File: src/rtl/seg_scroll_display_if.sv
`default_nettype none
// ============================================================================
//  Module   : seg_scroll_display_if
//  Brief    : Bundle of value/control inputs and display outputs for the
//             scrolling seven-segment driver.
//  Revision : 1.0  initial release
// ============================================================================
interface seg_scroll_display_if #(
   parameter int DIGITS  = 4,
   parameter int NIBBLES = 8
);
   localparam int PW = $clog2(NIBBLES);

   logic [4*NIBBLES-1:0] num;
   logic                 load;
   logic [1:0]           mode;
   logic                 hold;
   logic [6:0]           seg;
   logic                 dp;
   logic [DIGITS-1:0]    an;
   logic [PW-1:0]        pos;

   // Board-side controller: supplies the value and the scroll controls
   modport master (output num, load, mode, hold, input seg, dp, an, pos);
   // Display driver
   modport slave  (input num, load, mode, hold, output seg, dp, an, pos);
endinterface
`default_nettype wire

File: src/rtl/seg_scroll_display.sv
`default_nettype none
// ============================================================================
//  Module   : seg_scroll_display
//  Brief    : Multiplexed seven-segment driver showing a DIGITS-wide window
//             onto an NIBBLES-nibble hex value, with static / bounce / wrap
//             scrolling and frame-boundary (tear-free) value updates.
//             Optional macro SEG_LEADING_ZERO_BLANK_EN: blank leading zero
//             digits in static mode.
//  Revision : 1.0  initial release
// ============================================================================
module seg_scroll_display #(
   parameter int DIGITS     = 4,
   parameter int NIBBLES    = 8,
   parameter int SCAN_DIV   = 125000,
   parameter int SCROLL_DIV = 25000000
) (
   input  wire logic             clk,
   input  wire logic             rst,
   seg_scroll_display_if.slave   bus
);
   localparam int SCAN_W   = (SCAN_DIV   > 1) ? $clog2(SCAN_DIV)   : 1;
   localparam int SCROLL_W = (SCROLL_DIV > 1) ? $clog2(SCROLL_DIV) : 1;
   localparam int SW       = $clog2(DIGITS);
   localparam int PW       = $clog2(NIBBLES);
   localparam int VW       = 4*NIBBLES;

   localparam logic [SCAN_W-1:0]   SCAN_LAST   = SCAN_W'(SCAN_DIV-1);
   localparam logic [SCROLL_W-1:0] SCROLL_LAST = SCROLL_W'(SCROLL_DIV-1);
   localparam logic [SW-1:0]       S_LAST      = SW'(DIGITS-1);
   localparam logic [PW-1:0]       P_LAST      = PW'(NIBBLES-1);
   localparam logic [PW-1:0]       MAXPOS      = PW'(NIBBLES-DIGITS);
   localparam logic [PW:0]         NIB_CNT     = (PW+1)'(NIBBLES);
   localparam logic [DIGITS-1:0]   AN_RST      = {1'b0, {(DIGITS-1){1'b1}}};
   localparam logic [1:0]          MODE_BOUNCE = 2'b01;
   localparam logic [1:0]          MODE_WRAP   = 2'b10;

   logic [SCAN_W-1:0]   scan_cnt_q,   scan_cnt_d;
   logic [SCROLL_W-1:0] scroll_cnt_q, scroll_cnt_d;
   logic [SW-1:0]       s_q,          s_d;
   logic [PW-1:0]       pos_q,        pos_d;
   logic                dir_dn_q,     dir_dn_d;
   logic [1:0]          mode_q;
   logic [VW-1:0]       shadow_q,     shadow_d;
   logic [VW-1:0]       pend_q,       pend_d;
   logic                pending_q,    pending_d;
   logic [6:0]          seg_q,        seg_d;
   logic                dp_q,         dp_d;
   logic [DIGITS-1:0]   an_q,         an_d;

   logic                scan_tick, scroll_tick, frame_end, mode_chg;
   logic [PW:0]         win_sum;
   logic [PW-1:0]       nib_idx;
   logic [VW-1:0]       nib_sh;

   function automatic logic [6:0] hex7(input logic [3:0] v);
      case (v)
         4'h0: hex7 = 7'b0000001;  4'h1: hex7 = 7'b1001111;
         4'h2: hex7 = 7'b0010010;  4'h3: hex7 = 7'b0000110;
         4'h4: hex7 = 7'b1001100;  4'h5: hex7 = 7'b0100100;
         4'h6: hex7 = 7'b0100000;  4'h7: hex7 = 7'b0001111;
         4'h8: hex7 = 7'b0000000;  4'h9: hex7 = 7'b0000100;
         4'hA: hex7 = 7'b0001000;  4'hB: hex7 = 7'b1100000;
         4'hC: hex7 = 7'b0110001;  4'hD: hex7 = 7'b1000010;
         4'hE: hex7 = 7'b0110000;  default: hex7 = 7'b0111000;
      endcase
   endfunction

   // Tick generation, scan index, window position and value buffering
   always_comb begin
      scan_tick    = (scan_cnt_q == SCAN_LAST);
      scroll_tick  = (scroll_cnt_q == SCROLL_LAST);
      frame_end    = scan_tick && (s_q == S_LAST);
      mode_chg     = (bus.mode != mode_q);

      scan_cnt_d   = scan_tick   ? '0 : scan_cnt_q + 1'b1;
      scroll_cnt_d = scroll_tick ? '0 : scroll_cnt_q + 1'b1;
      s_d          = s_q;
      if (scan_tick) s_d = frame_end ? '0 : s_q + 1'b1;

      pos_d    = pos_q;
      dir_dn_d = dir_dn_q;
      // A mode change restarts scrolling from a known origin and phase
      if (mode_chg) begin
         pos_d        = '0;
         dir_dn_d     = 1'b0;
         scroll_cnt_d = '0;
      end else if (scroll_tick && !bus.hold) begin
         case (bus.mode)
            MODE_BOUNCE: begin
               // The turn-around step dwells on the end position
               if (!dir_dn_q) begin
                  if (pos_q == MAXPOS) dir_dn_d = 1'b1;
                  else                 pos_d    = pos_q + 1'b1;
               end else begin
                  if (pos_q == '0)     dir_dn_d = 1'b0;
                  else                 pos_d    = pos_q - 1'b1;
               end
            end
            MODE_WRAP: pos_d = (pos_q == P_LAST) ? '0 : pos_q + 1'b1;
            default:   pos_d = '0;
         endcase
      end

      shadow_d  = shadow_q;
      pend_d    = pend_q;
      pending_d = pending_q;
      // A load landing on the boundary itself bypasses the pending buffer
      if (bus.load && frame_end) begin
         shadow_d  = bus.num;
         pending_d = 1'b0;
      end else if (bus.load) begin
         pend_d    = bus.num;
         pending_d = 1'b1;
      end else if (frame_end && pending_q) begin
         shadow_d  = pend_q;
         pending_d = 1'b0;
      end
   end

   // Digit content for the next scan step, built from next-state values so
   // the registered outputs always match the s they are shown with
   always_comb begin
      win_sum = {1'b0, pos_d} + {{(PW+1-SW){1'b0}}, s_d};
      if (win_sum > {1'b0, P_LAST}) win_sum = win_sum - NIB_CNT;
      nib_idx = P_LAST - win_sum[PW-1:0];
      nib_sh  = shadow_d >> {nib_idx, 2'b00};
      seg_d   = hex7(nib_sh[3:0]);
      dp_d    = !(((nib_idx == P_LAST) && (s_d == '0)) ||
                  ((nib_idx == '0) && (s_d == S_LAST)));
      an_d    = ~(DIGITS'(1) << (S_LAST - s_d));
`ifdef SEG_LEADING_ZERO_BLANK_EN
      if ((bus.mode != MODE_BOUNCE) && (bus.mode != MODE_WRAP) &&
          (s_d != S_LAST) && (nib_sh == '0)) begin
         seg_d = 7'b1111111;
         dp_d  = 1'b1;
      end
`endif
   end

   // State registers
   always_ff @(posedge clk) begin
      if (rst) begin
         scan_cnt_q   <= '0;
         scroll_cnt_q <= '0;
         s_q          <= '0;
         pos_q        <= '0;
         dir_dn_q     <= 1'b0;
         mode_q       <= bus.mode;
         shadow_q     <= '0;
         pend_q       <= '0;
         pending_q    <= 1'b0;
      end else begin
         scan_cnt_q   <= scan_cnt_d;
         scroll_cnt_q <= scroll_cnt_d;
         s_q          <= s_d;
         pos_q        <= pos_d;
         dir_dn_q     <= dir_dn_d;
         mode_q       <= bus.mode;
         shadow_q     <= shadow_d;
         pend_q       <= pend_d;
         pending_q    <= pending_d;
      end
   end

   // Display outputs change only together with the scan index
   always_ff @(posedge clk) begin
      if (rst) begin
         seg_q <= 7'b0000001;
         dp_q  <= 1'b0;
         an_q  <= AN_RST;
      end else if (scan_tick) begin
         seg_q <= seg_d;
         dp_q  <= dp_d;
         an_q  <= an_d;
      end
   end

   assign bus.seg = seg_q;
   assign bus.dp  = dp_q;
   assign bus.an  = an_q;
   assign bus.pos = pos_q;
endmodule
`default_nettype wire
File: src/flat_wrapper.sv
// flat-port wrapper written by rule: the top's interface ports become plain ports
module seg_scroll_display_flat 
#(
   parameter int DIGITS     = 4,
   parameter int NIBBLES    = 8,
   parameter int SCAN_DIV   = 125000,
   parameter int SCROLL_DIV = 25000000
)
  (clk, rst, bus_num, bus_load, bus_mode, bus_hold, bus_seg, bus_dp, bus_an, bus_pos);
  seg_scroll_display_if #(.DIGITS(DIGITS), .NIBBLES(NIBBLES)) bus_i ();
  input  wire logic clk;
  input  wire logic rst;
  input wire logic [$bits(bus_i.num)-1:0] bus_num;
  input wire logic [$bits(bus_i.load)-1:0] bus_load;
  input wire logic [$bits(bus_i.mode)-1:0] bus_mode;
  input wire logic [$bits(bus_i.hold)-1:0] bus_hold;
  output wire logic [$bits(bus_i.seg)-1:0] bus_seg;
  output wire logic [$bits(bus_i.dp)-1:0] bus_dp;
  output wire logic [$bits(bus_i.an)-1:0] bus_an;
  output wire logic [$bits(bus_i.pos)-1:0] bus_pos;
  assign bus_i.num = bus_num;
  assign bus_i.load = bus_load;
  assign bus_i.mode = bus_mode;
  assign bus_i.hold = bus_hold;
  assign bus_seg = bus_i.seg;
  assign bus_dp = bus_i.dp;
  assign bus_an = bus_i.an;
  assign bus_pos = bus_i.pos;
  seg_scroll_display #(.DIGITS(DIGITS), .NIBBLES(NIBBLES), .SCAN_DIV(SCAN_DIV), .SCROLL_DIV(SCROLL_DIV)) u_core (.clk(clk), .rst(rst), .bus(bus_i));
endmodule
File: config.mk
export PLATFORM = sky130hd
export DESIGN_NAME = seg_scroll_display_flat
export DESIGN_NICKNAME = d
export VERILOG_FILES = /design/src/rtl/seg_scroll_display_if.sv /design/src/rtl/seg_scroll_display.sv /design/src/flat_wrapper.sv
export SDC_FILE = /design/constraint.sdc
export NUM_CORES = 1
export LEC_CHECK = 0
export BUFFER_PORTS_ARGS = -buffer_cell sky130_fd_sc_hd__buf_2
export CAP_MARGIN = 5
export CELL_PAD_IN_SITES_DETAIL_PLACEMENT = 1
export CELL_PAD_IN_SITES_GLOBAL_PLACEMENT = 2
export CORE_MARGIN = 3
export CORE_UTILIZATION = 39
export DETAILED_ROUTE_END_ITERATION = 8
export GPL_ROUTABILITY_DRIVEN = 1
export PLACE_DENSITY = 0.88
export SETUP_SLACK_MARGIN = 0.15
export SLEW_MARGIN = 0
export SYNTH_ARGS = -nofsm -noshare
export SYNTH_HDL_FRONTEND = slang
export SYNTH_SLANG_ARGS = --single-unit
File: constraint.sdc
create_clock -name clk -period 12.2 [get_ports clk]
set_input_delay 2.44 -clock clk [delete_from_list [all_inputs] [get_ports clk]]
set_output_delay 2.44 -clock clk [all_outputs]
set_load 0.05 [all_outputs]
==> qor.yml, run 1 <==
coreArea_um2: 15900
tightest_slew_ps: 1210
whs_endpoint: "u_core.pend_q[3]"
ir_drop_mv: 0.0976
reg2reg_from: "u_core.scroll_cnt_q[0]"
ys_ff_latch: 127
fillers: 1974
numCtsBuffers: 17
postCtsSetupBuffers: 0
layout.nets: 873
gp_congestion: 0.868
synth_cells: 788
cp.depth: 17
drtAntennaViolNets: 0
arrival_ps: 6650
ys_types: 70
cts.repair.resized: 0
hp-start: "u_core.pend_q[3]"
clk_pin_slew_ps: 60
cp-end-kind: "flip-flop"
combPwrFrac: 0.041
rr_worst_depth: 19
grt_remaining_overflow: 0
seqPwrFrac: 0.422
drive_gt1_frac: 0.131
hold_path_class: "reg -> reg"
routed_wl_mm: 18.9
timing.rr.end: "u_core.bus.seg[0]"
crit_path_max_incr_delay_ps: 650
clock_skew_ps: 6.74
startpoint_type: "input pin"
die_h_um: 134
rows: 46
track_usage: 0.219
layout_min_cycle_time_ps: 6350
viasPerCell: 5.65
synthesis.area_um2: 6350
hold_viol: 0
antenna_found_initial: 0
crit_top_cell: "inv_1"
worstHoldPathCells: 2
p_per_area_nw_per_um2: 138
clkPwrFrac: 0.537
io_pins: 53
dieArea_um2: 17900
clockBufferDepth: 2
htreeDepth: 4
path_buf_inv: 4
insertedDiodeCount: 0
ys.flop_type: "dfxtp_1"
syn_area_per_cell_um2: 8.06
grt_pass1_wl_mm: 31.9
slew_headroom: 0.188
die_x_um: 134
fin_setup_tns_ps: 0
ys_async_sr_fraction: 0
fin_crit_sh: 0.521
cap_viol_max_count: 0
yosysWarnings: 0
max_freq_mhz: 157
grt_max_degree: 60
area_growth_syn_to_layout_pct: 16.0
slew_violations: 0
insertion_delay_ps: 420
numClockSinks: 127
timing.reg2reg.setup_slack_ps: 6620
rsz0062_at_grt: "false"
p_switching_mw: 0.223
num_vias: 5910
cts_root_buf: "clkbuf_16"
cpMaxStageDelayCell: "fa_1"
crit_path_max_fanout: 9
cp_top_family: "simple AND/OR/NAND/NOR gates"
cts_tree: "done"
status: "complete, no violations"
crit_type: "in -> reg"
place.detailed.hpwl_mm: 13.2
fin_ws_ps: 5850
syn-num-nets: 843
leakagePower_nw: 2.72
grt_pass1_vias: 6255
utilization: 0.464
detail_route.wl_per_cell_um: 18.0
power.share.switching: 0.220
postCtsHoldBufs: 0
synth_edf_count: 0
drt_iter0_drc: 311
drc: 0
numPortBuffers: 52
crit_chain: "buf_2 > or3_1 > o31ai_1 > and2_1 > ha_1 > inv_1 > fa_1 > nand2b_1 > o22ai_1 > or2_2 > mux2i_1 > inv_1 > ha_1 > inv_1 > a21oi_1 > a21o_1 > a311o_1"
initial_core_util: 0.400
required_ps: 12500
setup_violations: 0
p_int_mw: 0.792
drt_pre_antenna_iters: 5
post-place-ws_ps: 5460
ys_seq_area_frac: 0.400
[worst max path at each step]
stage	start	to	slack, ps
2_1_floorplan	bus_hold	u_core.bus.seg[0]	5940
3_3_place_gp	bus_hold	u_core.bus.seg[0]	5670
3_5_place_dp	bus_hold	u_core.bus.seg[0]	5460
4_1_cts	bus_hold	u_core.bus.seg[0]	5890
5_1_grt	bus_hold	u_core.bus.seg[0]	5520
6_report	bus_hold	u_core.bus.seg[0]	5850
[final cells by class]
cell class              instances  area, µm²  area share
clock inverters                10        160      0.0217
clock buffers                  21        470      0.0639
well taps                     216        270      0.0367
multi-input cells             587       3520       0.477
flip-flops and latches        127       2540       0.345
repair buffers                 58        305      0.0414
inverters                      27        101      0.0138
[worst reg2reg max path, delay by kind of cell, from the launching register on]
kind	cells	cell delay, ps
multiplexers	1	400
buffers and inverters	3	300
adder cells (fa/ha/maj)	4	1250
AND/OR/NAND/NOR	6	2110
flip-flops	1	370
AO/OA/AOI/OAI	5	1050
[synth_stat cells (6+ instances only)]
cell type  count  share of area
a21oi_1       65          0.051
a221o_1        7          0.011
a22oi_1       11          0.013
a32oi_1        6         0.0083
and2_1        15          0.015
and3_1        15          0.015
buf_1          6         0.0035
clkbuf_1      35          0.021
dfxtp_1      127           0.40
ha_1          16          0.032
inv_1         27          0.016
nand2_1      105          0.062
nand3_1       25          0.020
nand4_1       17          0.017
nor2_1        77          0.045
nor2b_1        9         0.0089
nor3_1        28          0.022
o21ai_0       32          0.025
o21bai_1       6         0.0071
o22ai_1       13          0.013
o31ai_1        6         0.0071
o41ai_1        6         0.0083
or3_1         12          0.012
xnor2_1       11          0.015
xor2_1        20          0.028
[state kept, by name, summed over array words and instances (netlist names), named ones only]
| name | flops |
|---|---|
| u_core.bus.seg | 7 |
| u_core.mode_q | 2 |
| u_core.bus.an | 4 |
| u_core.pending_q | 1 |
| u_core.bus.pos | 3 |
| u_core.shadow_q | 32 |
| u_core.pend_q | 32 |
| u_core.scroll_cnt_q | 25 |
| u_core.s_q | 2 |
| u_core.bus.dp | 1 |
| u_core.scan_cnt_q | 17 |
[cell families (layout without fill, tap and decap cells)]
kind of cell	after synthesis	count (layout)	synth area share
buffers and inverters	74	116	0.0463
AND/OR/NAND/NOR	346	346	0.274
AO/OA/AOI/OAI	190	190	0.197
multiplexers	3	3	0.00473
adder cells (fa/ha/maj)	17	17	0.0347
XOR/XNOR	31	31	0.0427
flip-flops	127	127	0.400
[layer usage]
metal	share of wire	up-vias	track usage	routed length, µm
met5	0	-	0	0
met4	0.024	0	0.0817	448
met3	0.038	30	0.0480	725
met2	0.49	110	0.368	9150
met1	0.45	2905	0.276	8540
li1	-	2865	-	-
[layout by cell type (no fill, tap or decap), types with 5 or more instances in the layout]
master     synthesis  layout
ha_1              16      16
dfxtp_1          127     127
inv_1             27      27
a21oi_1           65      65
clkbuf_16          0      17
o21bai_1           6       6
a31oi_1            5       5
and2_1            15      15
buf_2              4      52
a221o_1            7       7
nand2b_1           5       5
nor2b_1            9       9
o21ai_0           32      32
o41ai_1            6       6
buf_4              1       6
nor3b_1            5       5
a221oi_1           5       5
nand4_1           17      17
a32oi_1            6       6
xor2_1            20      20
and3_1            15      15
o22a_1             5       5
and4_1             5       5
nor3_1            28      28
a22oi_1           11      11
o31ai_1            6       6
or3_1             12      12
xnor2_1           11      11
nor2_1            77      77
o22ai_1           13      13
nand2_1          105     105
nand3_1           25      25
[per-stage QoR]
| step | std cells | hold WS, ps | power [mW] | area, µm² |
|---|---|---|---|---|
| after global placement | 1015 | 437 | 0.478 | 6740 |
| after floorplan | 788 | 426 | 0.461 | 6350 |
| final | 1046 | 453 | 1.02 | 7370 |
| after global routing | 1046 | 477 | 1.05 | 7370 |
| after detailed placement | 1015 | 448 | 0.479 | 6740 |
| after CTS | 1046 | 457 | 1.03 | 7370 |
[power groups by stage]
stage	sequential (mW)	combinational [mW]	clock, mW
3_5_place_dp	0.437	0.0419	0
6_report	0.429	0.0418	0.545
5_1_grt	0.430	0.0472	0.575
4_1_cts	0.429	0.0422	0.555
3_3_place_gp	0.437	0.0405	0
2_1_floorplan	0.435	0.0263	0
No activity file was read; power rests on OpenSTA's default activity.
==> inputs of run 2 (changes only) <==
--- a/config.mk
+++ b/config.mk
@@ -5,15 +5,16 @@
 export SDC_FILE = /design/constraint.sdc
 export NUM_CORES = 1
 export LEC_CHECK = 0
+export ABC_AREA = 1
 export BUFFER_PORTS_ARGS = -buffer_cell sky130_fd_sc_hd__buf_2
 export CAP_MARGIN = 5
 export CELL_PAD_IN_SITES_DETAIL_PLACEMENT = 1
 export CELL_PAD_IN_SITES_GLOBAL_PLACEMENT = 2
 export CORE_MARGIN = 3
-export CORE_UTILIZATION = 39
+export CORE_UTILIZATION = 33
 export DETAILED_ROUTE_END_ITERATION = 8
 export GPL_ROUTABILITY_DRIVEN = 1
-export PLACE_DENSITY = 0.88
+export PLACE_DENSITY = 0.82
 export SETUP_SLACK_MARGIN = 0.15
 export SLEW_MARGIN = 0
 export SYNTH_ARGS = -nofsm -noshare
==> constraint.sdc (replaced) <==
create_clock -name clk -period 6.6 [get_ports clk]
set_input_delay 1.32 -clock clk [delete_from_list [all_inputs] [get_ports clk]]
set_output_delay 1.32 -clock clk [all_outputs]
set_load 0.05 [all_outputs]
==> run 2 against run 1 <==
  * Setup slack worse by 3800 ps
  * Register-to-register slack got worse by 4400 ps
  * Flip-flop and latch count did not move
  * Largest cell class unchanged
  * Largest power group unchanged
==> qor.yml, run 2 <==
power.share.switching: 0.230  # +0.0101
synthesis.area_um2: 6480  # +2.0%
numPortBuffers: 52  # unchanged
crit_type: "in -> reg"
final_common_cell: "nand2_1"
drt_iter0_drc: 261  # -16%
cts.repair.resized: 0  # unchanged
arrival_ps: 4940  # -1710 ps
p_switching_mw: 0.421  # +89%
hold_slack_ps: 449  # -4.08 ps
utilization: 0.397  # -0.0670
yosysMostFrequentCell: "nand2_1"
grt_pass1_vias: 6046  # -3.3%
gp_congestion: 0.849  # -2.1%
insertedDiodeCount: 0  # unchanged
yosysTopAreaCellShare: 0.392  # -0.00803
required_ps: 6940  # -5560 ps
clk_pin_slew_ps: 60  # about the same
setup_violations: 0  # unchanged
max_freq_mhz: 218
insertion_delay_ps: 420  # about the same
postCtsHoldBufs: 0  # unchanged
drc: 0  # unchanged
p_int_mw: 1.41  # +78%
area_growth_syn_to_layout_pct: 16.4
seq_area_um2: 2540  # unchanged
die_x_um: 146  # +9.4%
yosysWarnings: 0  # unchanged
leakagePower_nw: 3.39  # +25%
yosysTopAreaCell: "dfxtp_1"
fin_crit_sh: 0.696
place.detailed.hpwl_mm: 13.0  # -1.6%
antenna_found_initial: 0  # unchanged
ys_ff_latch: 127  # unchanged
detail_route.wl_per_cell_um: 14.2  # -21%
crit_path_max_fanout: 9  # unchanged
seqPwrFrac: 0.433  # +0.011
ys_types: 44  # -37%
clockBufferDepth: 2  # unchanged
ys_async_sr_fraction: 0  # unchanged
track_usage: 0.176  # -0.0428
fillers: 2488  # +26%
die_h_um: 146  # +9.4%
hold_path_class: "reg -> reg"
postCtsSetupBuffers: 0  # unchanged
num_vias: 6148  # +4.0%
multi_input_area_um2: 3370  # -4.3%
grt_max_degree: 40  # -33%
clkPwrFrac: 0.527  # -0.010
clock_skew_ps: 14.4  # +7.65 ps
drtAntennaViolNets: 0  # unchanged
layout_min_cycle_time_ps: 4590
fin_ws_ps: 2010  # -3840 ps
syn-num-nets: 1024  # +21%
drive_gt1_frac: 0.121  # -0.0105
drt_pre_antenna_iters: 4  # -1
routed_wl_mm: 18.3  # -2.9%
io_pins: 53  # unchanged
final_cell_mix: "nand2_1 (241), nor2_1 (159), dfxtp_1 (127)"
synth_edf_count: 0  # unchanged
fin_setup_tns_ps: 0  # unchanged
ir_drop_mv: 0.161  # +65%
p_per_area_nw_per_um2: 243  # +76%
top_regs: "u_core.pend_q (32), u_core.shadow_q (32), u_core.scroll_cnt_q (25)"
status: "complete, no violations"
cap_viol_max_count: 0  # unchanged
numCtsBuffers: 17  # unchanged
hold_viol: 0  # unchanged
cp-end-kind: "flip-flop"
slew_headroom: 0.439  # +0.250
final_area_um2: 7550  # +2.4%
combPwrFrac: 0.041  # about the same
tightest_slew_ps: 840  # -373 ps
dieArea_um2: 21400  # +20%
rsz0062_at_grt: "false"
startpoint_type: "input pin"
cts_root_buf: "clkbuf_16"
rows: 50  # +8.7%
initial_core_util: 0.341  # -0.0590
viasPerCell: 4.78  # -15%
synth_cells: 969  # +23%
grt_remaining_overflow: 0  # unchanged
ys.flop_type: "dfxtp_1"
numClockSinks: 127  # unchanged
synthTopCellsByCount: "nand2_1 (241), nor2_1 (160), dfxtp_1 (127)"
htreeDepth: 4  # unchanged
coreArea_um2: 19000  # +20%
ys_seq_area_frac: 0.392  # -0.00803
synthTopCellsByArea: "dfxtp_1 (39%), nand2_1 (14%), nor2_1 (9.3%), nand3_1 (7.3%), inv_1 (5.6%)"
layout.nets: 1069  # +22%
cts_tree: "done"
dpl_cell_area_um2: 6940  # +3.1%
slew_violations: 0  # unchanged
post-place-ws_ps: 1620  # -3840 ps
syn_area_per_cell_um2: 6.69  # -17%
grt_pass1_wl_mm: 31.0  # -2.7%
run 2: metrics by stage:
stage / total power, mW / cells
finish: 1.83 / 1286
global route: 1.91 / 1286
CTS: 1.85 / 1286
detailed placement: 0.884 / 1255
global placement: 0.883 / 1255
floorplan: 0.851 / 969
run 2: power groups by stage:
stage	registers, mW	logic (mW)	clock network, mW
after floorplan	0.807	0.0442	0
after CTS	0.792	0.0757	0.986
final	0.792	0.0742	0.965
after global routing	0.794	0.0851	1.03
after detailed placement	0.809	0.0755	0
after global placement	0.808	0.0745	0
run 2: logic make-up after synthesis:
| family | count (synthesis) | share of synthesized area |
|---|---|---|
| adder cells (fa/ha/maj) | 17 | 0.0340 |
| AND/OR/NAND/NOR | 569 | 0.386 |
| AO/OA/AOI/OAI | 108 | 0.0895 |
| buffers and inverters | 141 | 0.0892 |
| flip-flops | 127 | 0.392 |
| multiplexers | 1 | 0.00154 |
| XOR/XNOR | 6 | 0.00810 |
run 2: worst paths after layout:
path                           from                      to  slack (ps)  cells after the start
min          u_core.scroll_cnt_q[0]  u_core.scroll_cnt_q[0]         450                      1
min reg2reg  u_core.scroll_cnt_q[0]  u_core.scroll_cnt_q[0]         450                      1
max reg2reg       u_core.bus.pos[0]       u_core.bus.seg[5]        2180                     25
max                     bus_mode[1]       u_core.bus.seg[5]        2010                     24
run 2: cell type report:
| class | instances | area share |
|---|---|---|
| timing repair buffer | 56 | 0.0385 |
| clock inverter | 13 | 0.0217 |
| clock buffer | 18 | 0.0582 |
| inverter | 111 | 0.0555 |
| multi-input combinational | 701 | 0.446 |
| sequential | 127 | 0.337 |
| tap | 260 | 0.0431 |
run 2: worst max-delay path: stages:
cell and delay (ps):
buf_2 120, inv_1 50, ha_1 180, inv_1 80, a21oi_1 100, o21ai_0 90, a211oi_1 220, a21oi_1 90
nor2_1 120, ha_1 160, inv_1 50, fa_1 520, inv_1 70, nor2_1 570, nand2_1 190, inv_1 90
nor2_1 40, nand2_1 50, nand2_1 140, ha_1 350, nand2_1 50, nor2_1 120, nor2_1 60, a21oi_1 120
run 2: metal layers:
| layer | up-vias | global-route usage | routed length, µm |
|---|---|---|---|
| li1 | 3203 | - | - |
| met4 | 0 | 0.0447 | 218 |
| met2 | 57 | 0.281 | 8320 |
| met1 | 2876 | 0.246 | 9330 |
| met3 | 12 | 0.0345 | 443 |
| met5 | - | 0 | 0 |
==> inputs of run 3 (changes only) <==
==> constraint.sdc (replaced) <==
create_clock -name clk -period 4.38 [get_ports clk]
set_input_delay 0.876 -clock clk [delete_from_list [all_inputs] [get_ports clk]]
set_output_delay 0.876 -clock clk [all_outputs]
set_load 0.05 [all_outputs]
==> run 3 against run 2 <==
  * Combinational power grew 55%
  * Flip-flop and latch count is the same
  * Routed wire length grew 1.4%
  * Hold slack lost 4.6 ps
  * Global-route usage grew 0.25 points
  * Sequential power grew 50%
  * First-iteration DRC count shrank 0.38%
  * Non-clock buffer count grew 15
  * Critical path depth grew 2
  * Die area is the same
  * Largest power group unchanged
==> qor.yml, run 3 (same netlist as run 2, synthesis figures left out) <==
io_pins: 53  # unchanged
grt_max_degree: 47  # +18%
required_ps: 4730  # -2210 ps
grt_pass1_wl_mm: 31.3  # +1.1%
numPortBuffers: 52  # unchanged
die_x_um: 146  # unchanged
viasPerCell: 4.81  # +0.52%
max_freq_mhz: 256
antenna_found_initial: 0  # unchanged
dpl_cell_area_um2: 7020  # +1.2%
cts_root_buf: "clkbuf_16"
setup_violations: 0  # unchanged
timing.rr.end: "u_core.bus.seg[6]"
dieArea_um2: 21400  # unchanged
timing.reg2reg.setup_slack_ps: 470  # -1710 ps
final_area_um2: 7670  # +1.7%
hold_path_class: "reg -> reg"
insertedDiodeCount: 0  # unchanged
cp-end-kind: "flip-flop"
rsz0062_at_grt: "false"
startpoint_type: "flip-flop"
clock_skew_ps: 7.38  # -7.01 ps
clk_pin_slew_ps: 60  # about the same
htreeDepth: 4  # unchanged
insertion_delay_ps: 420  # about the same
grt_remaining_overflow: 0  # unchanged
detail_route.wl_per_cell_um: 14.3  # +0.28%
routed_wl_mm: 18.6  # +1.4%
worstSetupStartpoint: "u_core.scroll_cnt_q[0]"
status: "complete, no violations"
fin_setup_tns_ps: 0  # unchanged
rr_worst_depth: 26  # +4.0%
postCtsHoldBufs: 0  # unchanged
drt_iter0_drc: 260  # -0.38%
slew_violations: 0  # unchanged
layout.cells.non_filler: 1301  # +1.2%
fin_crit_sh: 0.892
crit_path_max_fanout: 7  # -2
rows: 50  # unchanged
final_common_cell: "nand2_1"
drive_gt1_frac: 0.139  # +0.0184
cts_tree: "done"
utilization: 0.404  # +0.00678
layout.nets: 1084  # +1.4%
layout_min_cycle_time_ps: 3910
numCtsBuffers: 17  # unchanged
place.detailed.hpwl_mm: 13.2  # +1.5%
ir_drop_mv: 0.238  # +47%
drc: 0  # unchanged
track_usage: 0.179  # +0.00249
coreArea_um2: 19000  # unchanged
gp_congestion: 0.856  # +0.77%
reg2reg_from: "u_core.scroll_cnt_q[0]"
tightest_slew_ps: 994  # +154 ps
numClockSinks: 127  # unchanged
cap_viol_max_count: 0  # unchanged
slew_headroom: 0.337  # -0.102
top_regs: "u_core.pend_q (32), u_core.shadow_q (32), u_core.scroll_cnt_q (25)"
hold_viol: 0  # unchanged
area_growth_syn_to_layout_pct: 18.4
arrival_ps: 4260  # -680 ps
drt_pre_antenna_iters: 4  # unchanged
p_per_area_nw_per_um2: 355  # +46%
crit_end: "u_core.bus.seg[6]"
leakagePower_nw: 3.46  # +2.1%
initial_core_util: 0.341  # unchanged
final_cell_mix: "nand2_1 (239), nor2_1 (157), dfxtp_1 (127)"
dpl.cell_count: 1264  # +0.72%
clockBufferDepth: 2  # unchanged
num_vias: 6252  # +1.7%
die_h_um: 146  # unchanged
grt_pass1_vias: 6208  # +2.7%
crit_type: "reg -> reg"
power.total_mw: 2.72  # +49%
drtAntennaViolNets: 0  # unchanged
## run 3: critical path, cell delays in order (launching register included)
cell and delay, ps:
dfxtp_1 350, ha_1 180, nand2_1 60, inv_1 70
nand2_1 100, nor2_1 170, nand4_1 280, a211oi_1 270
a21oi_1 90, nor2_1 140, ha_1 160, inv_1 50
fa_1 520, inv_1 60, nor2_1 90, buf_4 160
nand2_1 60, nand2_1 70, inv_1 50, nand2_1 60
nor2_1 50, nor2_2 190, ha_2 230, nand3_1 90
nor2_1 100, nor2_1 60, a21oi_1 140
## run 3: report_power, final
part / switching (mW) / internal, mW
registers: 0.0133 / 1.18
logic: 0.0763 / 0.0384
clock network: 0.527 / 0.888
## run 3: worst min-delay path by stage
stage,from,depth (start not counted),to,slack (ps)
2_1_floorplan,u_core.scroll_cnt_q[0],1,u_core.scroll_cnt_q[0],420
3_3_place_gp,u_core.scroll_cnt_q[0],1,u_core.scroll_cnt_q[0],430
3_5_place_dp,u_core.scan_cnt_q[0],1,u_core.scan_cnt_q[0],440
4_1_cts,u_core.scroll_cnt_q[0],1,u_core.scroll_cnt_q[0],450
5_1_grt,u_core.scan_cnt_q[0],1,u_core.scan_cnt_q[0],480
6_report,u_core.scan_cnt_q[0],1,u_core.scan_cnt_q[0],440
## run 3: through the flow
step,setup WS [ps],hold slack (ps)
floorplan,418,418
global placement,270,427
detailed placement,137,440
CTS,279,452
global route,141,476
finish,474,444
## run 3: metal layers
| metal | up-vias | share of wire | track usage | routed length (µm) |
|---|---|---|---|---|
| met5 | - | 0 | 0 | 0 |
| met4 | 0 | 0.0082 | 0.0456 | 153 |
| met3 | 13 | 0.033 | 0.0397 | 606 |
| met1 | 2931 | 0.50 | 0.242 | 9310 |
| met2 | 71 | 0.46 | 0.290 | 8510 |
| li1 | 3237 | - | - | - |
## run 3: area by class of cell
type | count | area [µm²]
inverters | 111 | 422
repair buffers | 71 | 415
clock buffers | 20 | 437
flip-flops and latches | 127 | 2540
multi-input cells | 701 | 3390
well taps | 260 | 325
fillers | 2511 | 11300
clock inverters | 11 | 141
## run 3: timing repair
item                                    4_1_cts  5_1_grt
gates resized for setup                       0       13
endpoints found under the hold margin         0        0
endpoints found under the setup margin        0        7
buffers inserted                              0        6
